**src/rtl/sha1_wb_arbiter.sv**
```systemverilog
`default_nettype none
// sha1_wb_arbiter: two-master Wishbone arbiter in front of a SHA1 engine, with
// session locking, lock timeout and an engine-ack watchdog.
module sha1_wb_arbiter #(
  parameter logic [31:0] BASE_ADDRESS = 32'h30000024,
  parameter logic [15:0] LOCK_TIMEOUT = 16'd4096
) (
  input  logic        wb_clk_i,
  input  logic        reset,
  input  logic        m0_stb_i,
  input  logic        m0_cyc_i,
  input  logic        m0_we_i,
  input  logic [3:0]  m0_sel_i,
  input  logic [31:0] m0_adr_i,
  input  logic [31:0] m0_dat_i,
  output logic        m0_ack_o,
  output logic [31:0] m0_dat_o,
  input  logic        m1_stb_i,
  input  logic        m1_cyc_i,
  input  logic        m1_we_i,
  input  logic [3:0]  m1_sel_i,
  input  logic [31:0] m1_adr_i,
  input  logic [31:0] m1_dat_i,
  output logic        m1_ack_o,
  output logic [31:0] m1_dat_o,
  output logic        s_stb_o,
  output logic        s_cyc_o,
  output logic        s_we_o,
  output logic [3:0]  s_sel_o,
  output logic [31:0] s_adr_o,
  output logic [31:0] s_dat_o,
  input  logic        s_ack_i,
  input  logic [31:0] s_dat_i,
  output logic        locked_o,
  output logic        owner_o,
  output logic        timeout_o
);

  localparam logic [31:0] LOCAL_DATA = 32'hfffffff0;
  localparam logic [31:0] WDOG_DATA  = 32'hdeaddead;
  localparam logic [3:0]  WDOG_LAST  = 4'd15;
  localparam logic [2:0]  W_CTRL     = 3'd2;
  localparam logic [2:0]  W_BLOCK    = 3'd3;
  localparam logic [2:0]  W_DIGEST   = 3'd4;

  typedef enum logic [1:0] {
    IDLE  = 2'd0,
    FWD   = 2'd1,
    LOCAL = 2'd2,
    GAP   = 2'd3
  } state_t;

  state_t      state;
  logic        grant;
  logic        prio;
  logic        locked;
  logic        owner;
  logic        timeout;
  logic [2:0]  rd_cnt;
  logic [15:0] idle_cnt;
  logic [3:0]  wd_cnt;
  logic        stb;
  logic        cyc;
  logic        we;
  logic [3:0]  sel;
  logic [31:0] adr;
  logic [31:0] dat;

  function automatic logic in_window(input logic [31:0] a);
    in_window = (a >= BASE_ADDRESS) && ((a - BASE_ADDRESS) <= 32'h14);
  endfunction

  function automatic logic [2:0] word_of(input logic [31:0] a);
    word_of = 3'((a - BASE_ADDRESS) >> 2);
  endfunction

  logic        req0;
  logic        req1;
  logic        want;
  logic        pick;
  logic [2:0]  pick_word;
  logic        denied;

  assign req0 = m0_stb_i & m0_cyc_i & in_window(m0_adr_i);
  assign req1 = m1_stb_i & m1_cyc_i & in_window(m1_adr_i);
  assign want = req0 | req1;
  // On contention the master not served last wins.
  assign pick      = (req0 & req1) ? prio : req1;
  assign pick_word = pick ? word_of(m1_adr_i) : word_of(m0_adr_i);
  assign denied    = locked & (pick != owner) &
                     ((pick_word == W_CTRL) | (pick_word == W_BLOCK) | (pick_word == W_DIGEST));

  logic        wd_fire;
  logic        fwd_reply;
  logic        reply;
  logic [31:0] reply_data;

  assign wd_fire   = (state == FWD) & ~s_ack_i & (wd_cnt == WDOG_LAST);
  assign fwd_reply = (state == FWD) & (s_ack_i | wd_fire);
  assign reply     = fwd_reply | (state == LOCAL);

  always_comb begin
    reply_data = 32'h0;
    if (state == FWD)
      reply_data = wd_fire ? WDOG_DATA : s_dat_i;
    else if (state == LOCAL)
      reply_data = LOCAL_DATA;
  end

  // A master that dropped its strobe mid-transfer simply never sees the ack.
  assign m0_ack_o = reply & ~grant & m0_stb_i & m0_cyc_i;
  assign m1_ack_o = reply &  grant & m1_stb_i & m1_cyc_i;
  assign m0_dat_o = ~grant ? reply_data : 32'h0;
  assign m1_dat_o =  grant ? reply_data : 32'h0;

  logic [2:0]  s_word;
  logic        engine_ack;
  logic        owner_ack;
  logic        acquire;
  logic        rel_write;
  logic        digest_read;
  logic        idle_expire;
  logic        release_now;

  assign s_word      = word_of(adr);
  assign engine_ack  = (state == FWD) & s_ack_i;
  assign owner_ack   = locked & (grant == owner) & fwd_reply;
  assign acquire     = engine_ack & ~locked & we &
                       ((s_word == W_BLOCK) | ((s_word == W_CTRL) & dat[0]));
  assign rel_write   = engine_ack & locked & (grant == owner) & we &
                       (s_word == W_CTRL) & ~dat[0];
  assign digest_read = engine_ack & locked & (grant == owner) & ~we &
                       (s_word == W_DIGEST) & (s_dat_i != LOCAL_DATA);
  assign idle_expire = locked & ~owner_ack & (idle_cnt == LOCK_TIMEOUT - 16'd1);
  assign release_now = rel_write | (digest_read & (rd_cnt == 3'd4)) | idle_expire;

  always_ff @(posedge wb_clk_i) begin
    if (reset) begin
      state    <= IDLE;
      grant    <= 1'b0;
      prio     <= 1'b0;
      locked   <= 1'b0;
      owner    <= 1'b0;
      timeout  <= 1'b0;
      rd_cnt   <= 3'd0;
      idle_cnt <= 16'd0;
      wd_cnt   <= 4'd0;
      stb      <= 1'b0;
      cyc      <= 1'b0;
      we       <= 1'b0;
      sel      <= 4'h0;
      adr      <= 32'h0;
      dat      <= 32'h0;
    end else begin
      timeout <= 1'b0;

      case (state)
        IDLE: begin
          if (want) begin
            grant <= pick;
            prio  <= ~pick;
            if (denied) begin
              state <= LOCAL;
            end else begin
              state  <= FWD;
              wd_cnt <= 4'd0;
              stb    <= 1'b1;
              cyc    <= 1'b1;
              we     <= pick ? m1_we_i  : m0_we_i;
              sel    <= pick ? m1_sel_i : m0_sel_i;
              adr    <= pick ? m1_adr_i : m0_adr_i;
              dat    <= pick ? m1_dat_i : m0_dat_i;
            end
          end
        end
        FWD: begin
          if (s_ack_i | wd_fire) begin
            state <= GAP;
            stb   <= 1'b0;
            cyc   <= 1'b0;
            we    <= 1'b0;
          end else begin
            wd_cnt <= wd_cnt + 4'd1;
          end
        end
        LOCAL:   state <= GAP;
        GAP:     state <= IDLE;
        default: state <= IDLE;
      endcase

      // Release always wins; a new owner can only take the lock on a later transfer.
      if (release_now) begin
        locked   <= 1'b0;
        rd_cnt   <= 3'd0;
        idle_cnt <= 16'd0;
        timeout  <= idle_expire;
      end else if (acquire) begin
        locked   <= 1'b1;
        owner    <= grant;
        rd_cnt   <= 3'd0;
        idle_cnt <= 16'd0;
      end else if (locked) begin
        if (digest_read)
          rd_cnt <= rd_cnt + 3'd1;
        idle_cnt <= owner_ack ? 16'd0 : idle_cnt + 16'd1;
      end
    end
  end

  assign s_stb_o   = stb;
  assign s_cyc_o   = cyc;
  assign s_we_o    = we;
  assign s_sel_o   = sel;
  assign s_adr_o   = adr;
  assign s_dat_o   = dat;
  assign locked_o  = locked;
  assign owner_o   = owner;
  assign timeout_o = timeout;

endmodule
`default_nettype wire

```
**config.mk**
```make
export PLATFORM = sky130hd
export DESIGN_NAME = sha1_wb_arbiter
export DESIGN_NICKNAME = d
export VERILOG_FILES = /design/src/rtl/sha1_wb_arbiter.sv
export SDC_FILE = /design/constraint.sdc
export NUM_CORES = 1
export LEC_CHECK = 0
export ABC_AREA = 0
export BUFFER_PORTS_ARGS = -buffer_cell sky130_fd_sc_hd__buf_4
export CAP_MARGIN = 20
export CORE_MARGIN = 4
export CORE_UTILIZATION = 38
export DETAILED_ROUTE_END_ITERATION = 10
export PLACE_DENSITY = 0.68
export RECOVER_POWER = 100
export SLEW_MARGIN = 20
export SYNTH_ARGS = -nofsm -noshare
export SYNTH_HDL_FRONTEND = slang
export SYNTH_SLANG_ARGS = --single-unit
```
**constraint.sdc**
```tcl
create_clock -name wb_clk_i -period 5.5 [get_ports wb_clk_i]
set_input_delay 0.825 -clock wb_clk_i [delete_from_list [all_inputs] [get_ports wb_clk_i]]
set_output_delay 0.825 -clock wb_clk_i [all_outputs]
set_load 0.005 [all_outputs]
```
# Word level (Yosys, flattened, before mapping)
# Cells that the tools add are included.
# op_classes
bitwise	51
n_div	0
muxes	27
order_cmp	4
n_addsub	6
n_reduce_logical	14
n_mul	0
shift	0
eq_ne	19
# op_table
cell	count
32-bit two-way mux	7
32-bit by 30-bit greater-or-equal comparator with 1-bit output, second input constant	2
32-bit by 5-bit less-or-equal comparator with 1-bit output, second input constant	2
32-bit by 30-bit subtractor with 32-bit output, second input constant	2
1-bit AND	34
32-bit != test, second input constant	1
16-bit by 1-bit adder with 16-bit output, second input constant	1
16-bit by 12-bit equality test with 1-bit output, second input constant	1
16-bit two-way mux	1
4-bit two-way mux	4
3-bit by 2-bit equality test with 1-bit output, second input constant	4
3-bit equality test, second input constant	3
1-bit inverter	9
1-bit OR	8
2-bit one-hot mux with 4 select lines	1
4-bit one-hot mux with 2 select lines	1
2-bit AND reduction	4
4-bit AND reduction	2
1-bit two-way mux	7
2-bit two-way mux	3
2-bit != test, second input constant	3
5-bit by 3-bit subtractor with 5-bit output, second input constant	1
4-bit by 1-bit adder with 4-bit output, second input constant	1
2-bit equality test, second input constant	2
other kinds (14)	17
# totals
mem_bits_ro	0
mem_bits_rw	0
memories	0
register_bits	100
input_bits	177
latch_bits	0

# Logic depth before layout (Yosys ltp)
# Gate-level depths: netlist (run 1).
# depth
depth_word	14
depth_mapped	14

# Worst setup path before layout (run 1)
# OpenSTA, ideal clock, no wires.
# synth_timing
path_type	input to register
startpoint	input port m1_adr_i[8]
endpoint	register adr[0] (netlist: s_adr_o[0])
setup_slack_ns	1.565
arrival_ns	3.799
required_ns	5.364
path_stages	10
path_cell_list	or4_4 -> a2111o_1 -> o31a_1 -> nand4bb_1 -> or4_4 -> a311oi_2 -> buf_6 -> buf_6 -> mux2i_1 -> o31ai_2
# synth_via
elab_chain_len	13
elab_cells_between_ends	20
cone_classes	add/sub (1); order compare (2); eq/ne (4); mux (3); bitwise (8); reduce/logical (2)
# synth_rtl
element	line_no	source
start, declared	22	input logic [31:0] m1_adr_i,
32-bit by 30-bit subtractor with 32-bit output	n/a	
32-bit by 5-bit less-or-equal comparator with 1-bit output	70	in_window = (a >= BASE_ADDRESS) && ((a - BASE_ADDRESS) <= 32'h14);
1-bit logical AND *	70	
1-bit AND *	85	assign req1 = m1_stb_i & m1_cyc_i & in_window(m1_adr_i);
1-bit AND	88	assign pick = (req0 & req1) ? prio : req1;
1-bit two-way mux	88	
3-bit two-way mux	89	assign pick_word = pick ? word_of(m1_adr_i) : word_of(m0_adr_i);
3-bit by 2-bit equality test with 1-bit output	91	((pick_word == W_CTRL) | (pick_word == W_BLOCK) | (pick_word == W_DIGEST));
1-bit OR (2 in a row)	91	
1-bit AND	90	assign denied = locked & (pick != owner) &
1-bit inverter (no line)	n/a	
3-bit AND reduction (no line)	n/a	
end signal, assigned	171	adr <= pick ? m1_adr_i : m0_adr_i;
end, declared	66	logic [31:0] adr;
# Mark *: on every way between the ends. The rest lies on a longest branch, timed or not.
# A chain may end at the register's enable or synchronous reset.

# Worst setup path after layout (run 1)
# layout_timing
startpoint	input port m1_adr_i[2]
endpoint	register we (netlist: s_we_o)
# layout_via
elab_chain_len	13
elab_cells_between_ends	24
cone_classes	add/sub (1); order compare (2); eq/ne (6); mux (6); bitwise (7); reduce/logical (2)
# layout_rtl
element	line_no	source
32-bit by 30-bit subtractor with 32-bit output	74	word_of = 3'((a - BASE_ADDRESS) >> 2);
32-bit by 5-bit less-or-equal comparator with 1-bit output	70	
1-bit logical AND	70	
1-bit AND	85	
1-bit AND	88	
1-bit two-way mux	88	
3-bit two-way mux	89	
3-bit by 2-bit equality test with 1-bit output	91	
1-bit OR (2 in a row)	91	
1-bit AND	90	
2-bit != test (no line)	n/a	
4-bit AND reduction (no line)	n/a	
end signal, assigned	169	we <= pick ? m1_we_i : m0_we_i;
end, declared	64	logic we;
# Parallel ways exist; a longest one is shown, timed or not. The select of a mux whose other input is x is not followed.

==> metrics.txt, run 1 <==
status finished, violations left; failing checks capacitance limit, slew limit; IO Pins 317; final hold violation count 0; final setup vio count 0; max_slew headroom -3.90%; GRT overflow 0; cell taking the most area after synthesis dfxtp_1; maximum VDD drop 142 uV; Top FF cell, synth dfxtp_1; DRT iter0 DRCs 392; number of synthesized register bits 100; RD Place Congestion 0.853; Yosys cell types 63; Cell Area, Placed 8840 um^2; sequential fraction of the synthesis area 31.6%; post-CTS setup buffer count 0; Arr. time, crit path 5.11 ns; post-CTS sizing 0; layout cells sized above 1 28.7%; average size of a mapped cell 8.10 um^2; CTS Buf Count 9; Die ar. 18800 um^2; final period utilization 88.8%; WS Path Type input pin to flip-flop; clock sinks 100; maximum clock path buffer count 2; post-synthesis cell count 781; Max Fclk 205 MHz; RSZ-0062 raised after global routing no; pin count of the biggest net entering global routing 104; Routed wire per std cell 16.2 um; IO Port Bufs 316; max_cap viols 1; vias in the first global route 6358; Post-Route WL 20800 um; Via density 5.35; fin. max-slew vios 6; crit path launch type input pin; via count 6877; NumNets Final 1256; DP Wirelength 16600 um; DRC Markers 0; largest cells by area after synthesis dfxtp_1 32%, nor2_1 8.1%, mux2i_1 7.3%, nand3b_1 5.6%, o31ai_1 4.4%; asr flop ratio synth 0%; worst-path fanout max 8; num rows 46; post-layout util 55.4%; clock skew 0.00856 ns; Reg clk slew, reported paths 0.07 ns; P_leak 3.58 nW; CTS tree done; Core Box Area 16100 um^2; Post-synth EDFFs 0; die width 137 um; initial antenna violation count 0; post-layout instance area 8930 um^2; first-pass GRT wire length 31700 um; worst slew pin tran 1.55 ns; pwr dens 221 nW/um^2; CP Data Required Time 5.73 ns; Synth Net Count 973; H-tree Lvls 3; type of the worst min-delay path flip-flop to flip-flop; ANT nets after route 0; # diodes 0; initial core utilization 39.3%; P&R area growth vs syn 41.1%; clock root buffer clkbuf_16; worst skew pair latency 0.34 ns; fill count 1602; GRT Total Usage 20.8%; Final min period 4.88 ns; endpoint type of the worst setup path flip-flop; top-area cell type share of the netlist area 31.6%; hold buffers post-CTS 0; Die Height 137 um; DRT Pass-1 Iters 5; setup_tns 0 ns; synthesized area 6330 um^2; Synth Warn # 0
-- Yosys cell counts (all sizes together) (8+ instances only) --
| cell | n |
|---|---|
| nand2 | 33 |
| buf | 10 |
| xor2 | 11 |
| clkbuf | 39 |
| nand3 | 19 |
| mux2i | 46 |
| nor2b | 12 |
| nor3 | 13 |
| dfxtp | 100 |
| nor4 | 11 |
| nand3b | 47 |
| nor2 | 136 |
| inv | 22 |
| or4 | 11 |
| a21oi | 16 |
| ha | 15 |
| o21ai | 11 |
| or3 | 12 |
| and2 | 30 |
| o31ai | 47 |
| xnor2 | 11 |
| nand4 | 16 |
| and3 | 9 |
| a211oi | 8 |
-- critical path, cell delays in order --
cell and delay, ns:
buf_4 0.13, inv_1 0.10, ha_1 0.21, nand2b_1 0.18, a2111o_1 0.55, o31a_1 0.34, nand4bb_1 0.20, or4_1 0.59
a311oi_1 1.22, mux2i_1 0.40, nor3b_1 0.09, a211o_1 0.26
-- layer usage --
metal  track usage (%)  wire length [um]  vias to the layer above  share of wire (%)
met4              3.66               342                        0                1.6
met3              7.24              2120                       25                 10
met1              25.4              8400                     3147                 40
li1                  -                 -                     3413                  -
met5                 0                 0                        -                  0
met2              35.8              9920                      292                 48
-- report_power, final --
group / leakage [nW] / switching, mW / internal, mW
logic: 2.63 / 0.328 / 0.283
clock network: 0.146 / 0.280 / 0.355
registers: 0.805 / 0.00255 / 0.728
-- metrics by stage --
step	total power, mW	setup slack (ns)	cells	hold WS (ns)
finish	1.98	0.617	1285	0.455
global placement	1.37	0.763	1269	0.434
global route	2.08	0.398	1285	0.477
floorplan	1.03	1.56	781	0.433
CTS	2.02	1.07	1285	0.453
detailed placement	1.37	0.677	1269	0.440
-- registers in the layout (all words and copies together) (netlist names) --
name,count
grant,1
timeout_o,1
state,2
idle_cnt,16
wd_cnt,4
s_adr_o,32
s_sel_o,4
prio,1
s_cyc_o,1
locked_o,1
owner_o,1
s_we_o,1
rd_cnt,3
s_dat_o,32
-- cells by family (layout without fill, tap and decap cells) --
logic type	Yosys count	in the layout	share of synthesized area [%]
muxes	47	47	7.45
DFF	100	100	31.6
adders and majority gates	15	15	2.97
buffers and inverters	71	359	4.69
and+or+nand+nor	379	379	32.1
AOI/OAI and AO/OA	147	147	18.1
xor gates and xnor gates	22	22	3.04
-- path summary, 6_finish.rpt --
| check | start | to | slack (ns) | depth (start not counted) |
|---|---|---|---|---|
| worst min register to register | s_adr_o[29] | s_adr_o[29] | 0.46 | 2 |
| worst max register to register | state[1] | idle_cnt[5] | 2.33 | 9 |
| worst max-delay path | m1_adr_i[2] | s_we_o | 0.62 | 12 |
| worst min-delay path | s_adr_o[29] | s_adr_o[29] | 0.46 | 2 |
-- cells in the final DEF (no fill, tap or decap), types with 16 or more instances in the layout --
master,instances
buf_4,182
nor2_1,136
dfxtp_1,100
clkbuf_4,87
clkbuf_1,50
nand3b_1,47
mux2i_1,46
o31ai_1,37
nand2_1,33
inv_1,22
and2_1,20
nand3_1,19
a21oi_1,16
nand4_1,16
-- final cells by class --
class	instances	area, um^2	area share [%]
multi-input cells	610	4030	45.1
repair buffers	321	2250	25.2
flip-flops and latches	100	2000	22.4
well taps	216	270	3.03
clock buffers	9	225	2.52
inverters	22	82.6	0.924
clock inverters	7	73.8	0.826
Note: power is estimated with default switching activity, not from simulation.
==> inputs of run 2 (changes only) <==
- CORE_ASPECT_RATIO: not set -> 0.6
==> metrics.txt, run 2 (same netlist as run 1, synthesis figures left out) <==
maximum VDD drop 129 uV (-9.4%); commonest non-fill, non-tap cell in the layout buf_4; Hold WS 0.451 ns (-0.00441 ns); layout cells sized above 1 28.5% (-0.21 points); clock root buffer clkbuf_16; setup_tns 0 ns (unchanged); CP Data Required Time 5.78 ns (+0.05 ns); final setup vio count 0 (unchanged); post-layout instance area 8920 um^2 (-0.17%); CTS tree done; type of the worst min-delay path flip-flop to flip-flop; Cell Area, Placed 8850 um^2 (+0.11%); NumNets Final 1257 (+0.080%); Final min period 4.27 ns (-0.615 ns); clock skew 0.00921 ns (+0.000646 ns); Post-Route WL 21500 um (+3.5%); DP Wirelength 17400 um (+4.9%); IO Pins 317 (unchanged); post-CTS sizing 0 (unchanged); RSZ-0062 raised after global routing no; IO Port Bufs 316 (unchanged); Max Fclk 234 MHz (+14%); initial antenna violation count 0 (unchanged); worst-path fanout max 23 (+15); first-pass GRT wire length 33000 um (+3.9%); maximum clock path buffer count 2 (unchanged); max_cap viols 0 (-1); pin count of the biggest net entering global routing 104 (unchanged); RD Place Congestion 0.899 (+5.3%); endpoint type of the worst setup path flip-flop; worst skew pair latency 0.34 ns (about the same); via count 6801 (-1.1%); Via density 5.24 (-2.1%); Core Box Area 16300 um^2 (+0.90%); fill count 1582 (-1.2%); clock sinks 100 (unchanged); post-layout util 54.8% (-0.59 points); initial core utilization 38.9% (-0.35 points); post-CTS setup buffer count 0 (unchanged); DRT Pass-1 Iters 5 (unchanged); vias in the first global route 6247 (-1.7%); P&R area growth vs syn 40.9%; worst slew pin tran 0.914 ns (-0.634 ns); Die ar. 18900 um^2 (+0.36%); Routed wire per std cell 16.6 um (+2.4%); GRT overflow 0 (unchanged); Arr. time, crit path 4.55 ns (-0.56 ns); CTS Buf Count 9 (unchanged); P_leak 3.56 nW (-0.60%); status completed; num rows 36 (-22%); Die Height 108 um (-21%); fin. max-slew vios 0 (-6); DRT iter0 DRCs 468 (+19%); pwr dens 220 nW/um^2 (-0.51%); PnR Total Power 1.96 mW (-0.68%); final period utilization 77.6% (-11 points); max_slew headroom 39.1% (+43 points); WS Path Type input pin to flip-flop; commonest non-fill, non-tap cells in the layout 180 x buf_4, 136 x nor2_1, 100 x dfxtp_1, 91 x clkbuf_4, 51 x clkbuf_1; die width 175 um (+27%); DRC Markers 0 (unchanged); hold buffers post-CTS 0 (unchanged); final hold violation count 0 (unchanged); GRT Total Usage 21.5% (+0.63 points); # diodes 0 (unchanged); H-tree Lvls 3 (unchanged); ANT nets after route 0 (unchanged); crit path launch type input pin; Reg clk slew, reported paths 0.07 ns (about the same)
run 2: cell type report:
cell class	count	area [um^2]	area share, %
clock inverters	6	53.8	0.603
clock buffers	10	229	2.57
multi-input cells	610	4020	45.1
inverters	22	82.6	0.926
flip-flops and latches	100	2000	22.4
repair buffers	322	2240	25.1
well taps	228	285	3.20
run 2: report_power, final:
group          switching (mW)  internal (mW)  leakage (nW)
combinational           0.339          0.290          2.62
sequential            0.00257          0.728         0.805
clock                   0.288          0.316         0.136
run 2: through the flow:
step / worst slack, ns / std cells
after floorplan: 1.56 / 781
after global placement: 1.01 / 1282
after detailed placement: 0.971 / 1282
after CTS: 1.32 / 1298
after global routing: 0.747 / 1298
final: 1.23 / 1298
run 2: worst paths after layout:
| check | slack [ns] | startpoint | cells past startpoint | endpoint |
|---|---|---|---|---|
| worst max-delay path | 1.23 | m1_adr_i[8] | 11 | s_adr_o[19] |
| worst min register to register | 0.45 | s_adr_o[28] | 2 | s_adr_o[28] |
| worst min-delay path | 0.45 | s_adr_o[28] | 2 | s_adr_o[28] |
| worst max register to register | 2.15 | s_adr_o[2] | 9 | idle_cnt[2] |
run 2: layer usage:
| layer | vias to the layer above | share of wire (%) | routed length, um | GRT usage [%] |
|---|---|---|---|---|
| li1 | 3420 | - | - | - |
| met4 | 0 | 1.9 | 405 | 4.65 |
| met1 | 3068 | 46 | 9830 | 30.0 |
| met2 | 286 | 44 | 9400 | 33.6 |
| met3 | 27 | 8.7 | 1870 | 5.59 |
| met5 | - | 0 | 0 | 0 |
run 2: worst max-delay path: stages:
cell       delay (ns)
clkbuf_4         0.11
or4_1            0.62
a2111o_1         0.46
o31a_1           0.34
nand4bb_1        0.19
nor4_1           0.60
o2111ai_1        0.29
o2111ai_4        0.17
nor2b_1          0.15
clkbuf_1         0.57
and2_0           0.22
==> inputs of run 3 (changes only) <==
- PLACE_DENSITY: 0.68 -> 0.71
- clock period: 5.5 -> 3.47 ns (I/O delays scaled with it)
==> metrics.txt, run 3 (same netlist as run 1, synthesis figures left out) <==
status finished, violations left; failing checks setup timing; final hold violation count 0 (unchanged); CP Data Required Time 3.68 ns (-2.10 ns); worst-path fanout max 5 (-78%); Final min period 3.47 ns; initial core utilization 38.9% (unchanged); final setup vio count 1 (+1); commonest non-fill, non-tap cell in the layout buf_4; RD Place Congestion 0.952 (+5.9%); # diodes 0 (unchanged); worst slew pin tran 0.836 ns (-0.0775 ns); Max Fclk 288 MHz; Critical R2R Capture idle_cnt[7]; Arr. time, crit path 3.68 ns (-0.87 ns); IO Pins 317 (unchanged); maximum VDD drop 235 uV (+82%); NumNets Final 1372 (+9.1%); PnR Total Power 3.31 mW (+69%); R2R Setup Slk 0.52 ns (-1.63 ns); maximum clock path buffer count 2 (unchanged); pin count of the biggest net entering global routing 79 (-24%); Post-Route WL 25400 um (+18%); r2r worst-path depth 10 (+1); hold buffers post-CTS 0 (unchanged); Hold WS 0.455 ns (+0.00441 ns); IO Port Bufs 316 (unchanged); DRT Pass-1 Iters 5 (unchanged); clock skew 0.0103 ns (+0.00106 ns); max_cap viols 0 (unchanged); CTS Buf Count 9 (unchanged); DP Wirelength 20300 um (+17%); P&R area growth vs syn 62.4%; hold path start s_adr_o[28]; layout cells sized above 1 39.8% (+11 points); Hold Path End s_adr_o[28]; via count 7363 (+8.3%); final period utilization 100%; H-tree Lvls 3 (unchanged); first-pass GRT wire length 38100 um (+16%); worst skew pair latency 0.34 ns (about the same); max_slew headroom 44.2% (+5.2 points); reg2reg start s_adr_o[3]; post-route setup slack -0.00436 ns (-1.24 ns); endpoint type of the worst setup path flip-flop; clock sinks 100 (unchanged); ANT nets after route 0 (unchanged); fin. max-slew vios 0 (unchanged); P_leak 4.32 nW (+21%); DRC Markers 0 (unchanged); GRT Total Usage 25.0% (+3.5 points); die width 175 um (unchanged); num rows 36 (unchanged); vias in the first global route 7123 (+14%); Core Box Area 16300 um^2 (unchanged); Die ar. 18900 um^2 (unchanged); initial antenna violation count 0 (unchanged); RSZ-0062 raised after global routing yes; crit path launch type input pin; clock root buffer clkbuf_16; WHS Path Cells 2 (unchanged); DRT iter0 DRCs 485 (+3.6%); Via density 5.21 (-0.55%); GRT overflow 0 (unchanged); CTS tree done; type of the worst min-delay path flip-flop to flip-flop; commonest non-fill, non-tap cells in the layout 281 x buf_4, 135 x nor2_1, 100 x dfxtp_1, 93 x clkbuf_4, 47 x nand3b_1; Routed wire per std cell 18.0 um (+8.6%); Reg clk slew, reported paths 0.08 ns (about the same); pwr dens 323 nW/um^2 (+47%); Die Height 108 um (unchanged); WS Path Type input pin to flip-flop
-- run 3: changes by cell type in the layout (fill, tap and decap cells not counted), sizes merged --
cell      before  now
clkinvlp       1    0
clkbuf       151  150
bufinv         0    1
buf          181  297
-- run 3: worst max-delay path by stage --
stage	cells past startpoint	endpoint	startpoint
floorplan	12	s_dat_o[26]	m0_adr_i[15]
global placement	14	s_dat_o[29]	m1_adr_i[2]
detailed placement	14	s_dat_o[30]	m1_adr_i[2]
CTS	12	s_dat_o[24]	m1_adr_i[8]
global route	13	s_dat_o[26]	m1_adr_i[8]
finish	13	s_dat_o[26]	m1_adr_i[8]
-- run 3: timing repair --
action,CTS,global route
pin swaps,2,16
gates resized for setup,10,47
endpoints found under the setup margin,51,78
setup buffers,3,10
cloned,0,2
-- run 3: report_power, final --
group	switching (mW)	internal, mW
clock	0.472	0.594
combinational	0.580	0.510
sequential	0.00443	1.15
-- run 3: cell type report --
class	instances	area, um^2
Inverter	22	82.6
Multi-Input combinational cell	610	4320
Timing Repair Buffer	437	3270
Fill cell	1460	5990
Clock inverter	6	76.3
Clock buffer	10	239
Tap cell	228	285
Sequential cell	100	2000
-- run 3: through the flow --
stage	TNS [ns]	utilization (%)	area, um^2	cells	worst slack (ns)
2_1_floorplan	0	-	6380	781	0.00436
3_3_place_gp	-27.70	59.6	9690	1382	-0.470
3_5_place_dp	-31.54	59.6	9690	1382	-0.542
4_1_cts	0	62.0	10100	1401	0.00590
5_1_grt	-1.10	63.2	10300	1413	-0.0650
6_report	-0.00436	63.2	10300	1413	-0.00436
-- run 3: metal layers --
| metal | global-route usage, % | routed length (um) | up-vias |
|---|---|---|---|
| met2 | 42.1 | 11800 | 277 |
| met4 | 4.54 | 328 | 0 |
| met3 | 5.73 | 1920 | 25 |
| met1 | 33.4 | 11400 | 3423 |
| li1 | - | - | 3638 |
| met5 | 0 | 0 | - |
-- run 3: worst max-delay path: stages --
cell and delay (ns):
buf_8 0.09, or4_4 0.55, buf_6 0.14, a2111o_1 0.30
o31a_1 0.26, nand4bb_4 0.20, or4_4 0.56, a311oi_4 0.26
buf_6 0.19, buf_12 0.14, buf_12 0.14, mux2i_2 0.23
o31ai_2 0.07
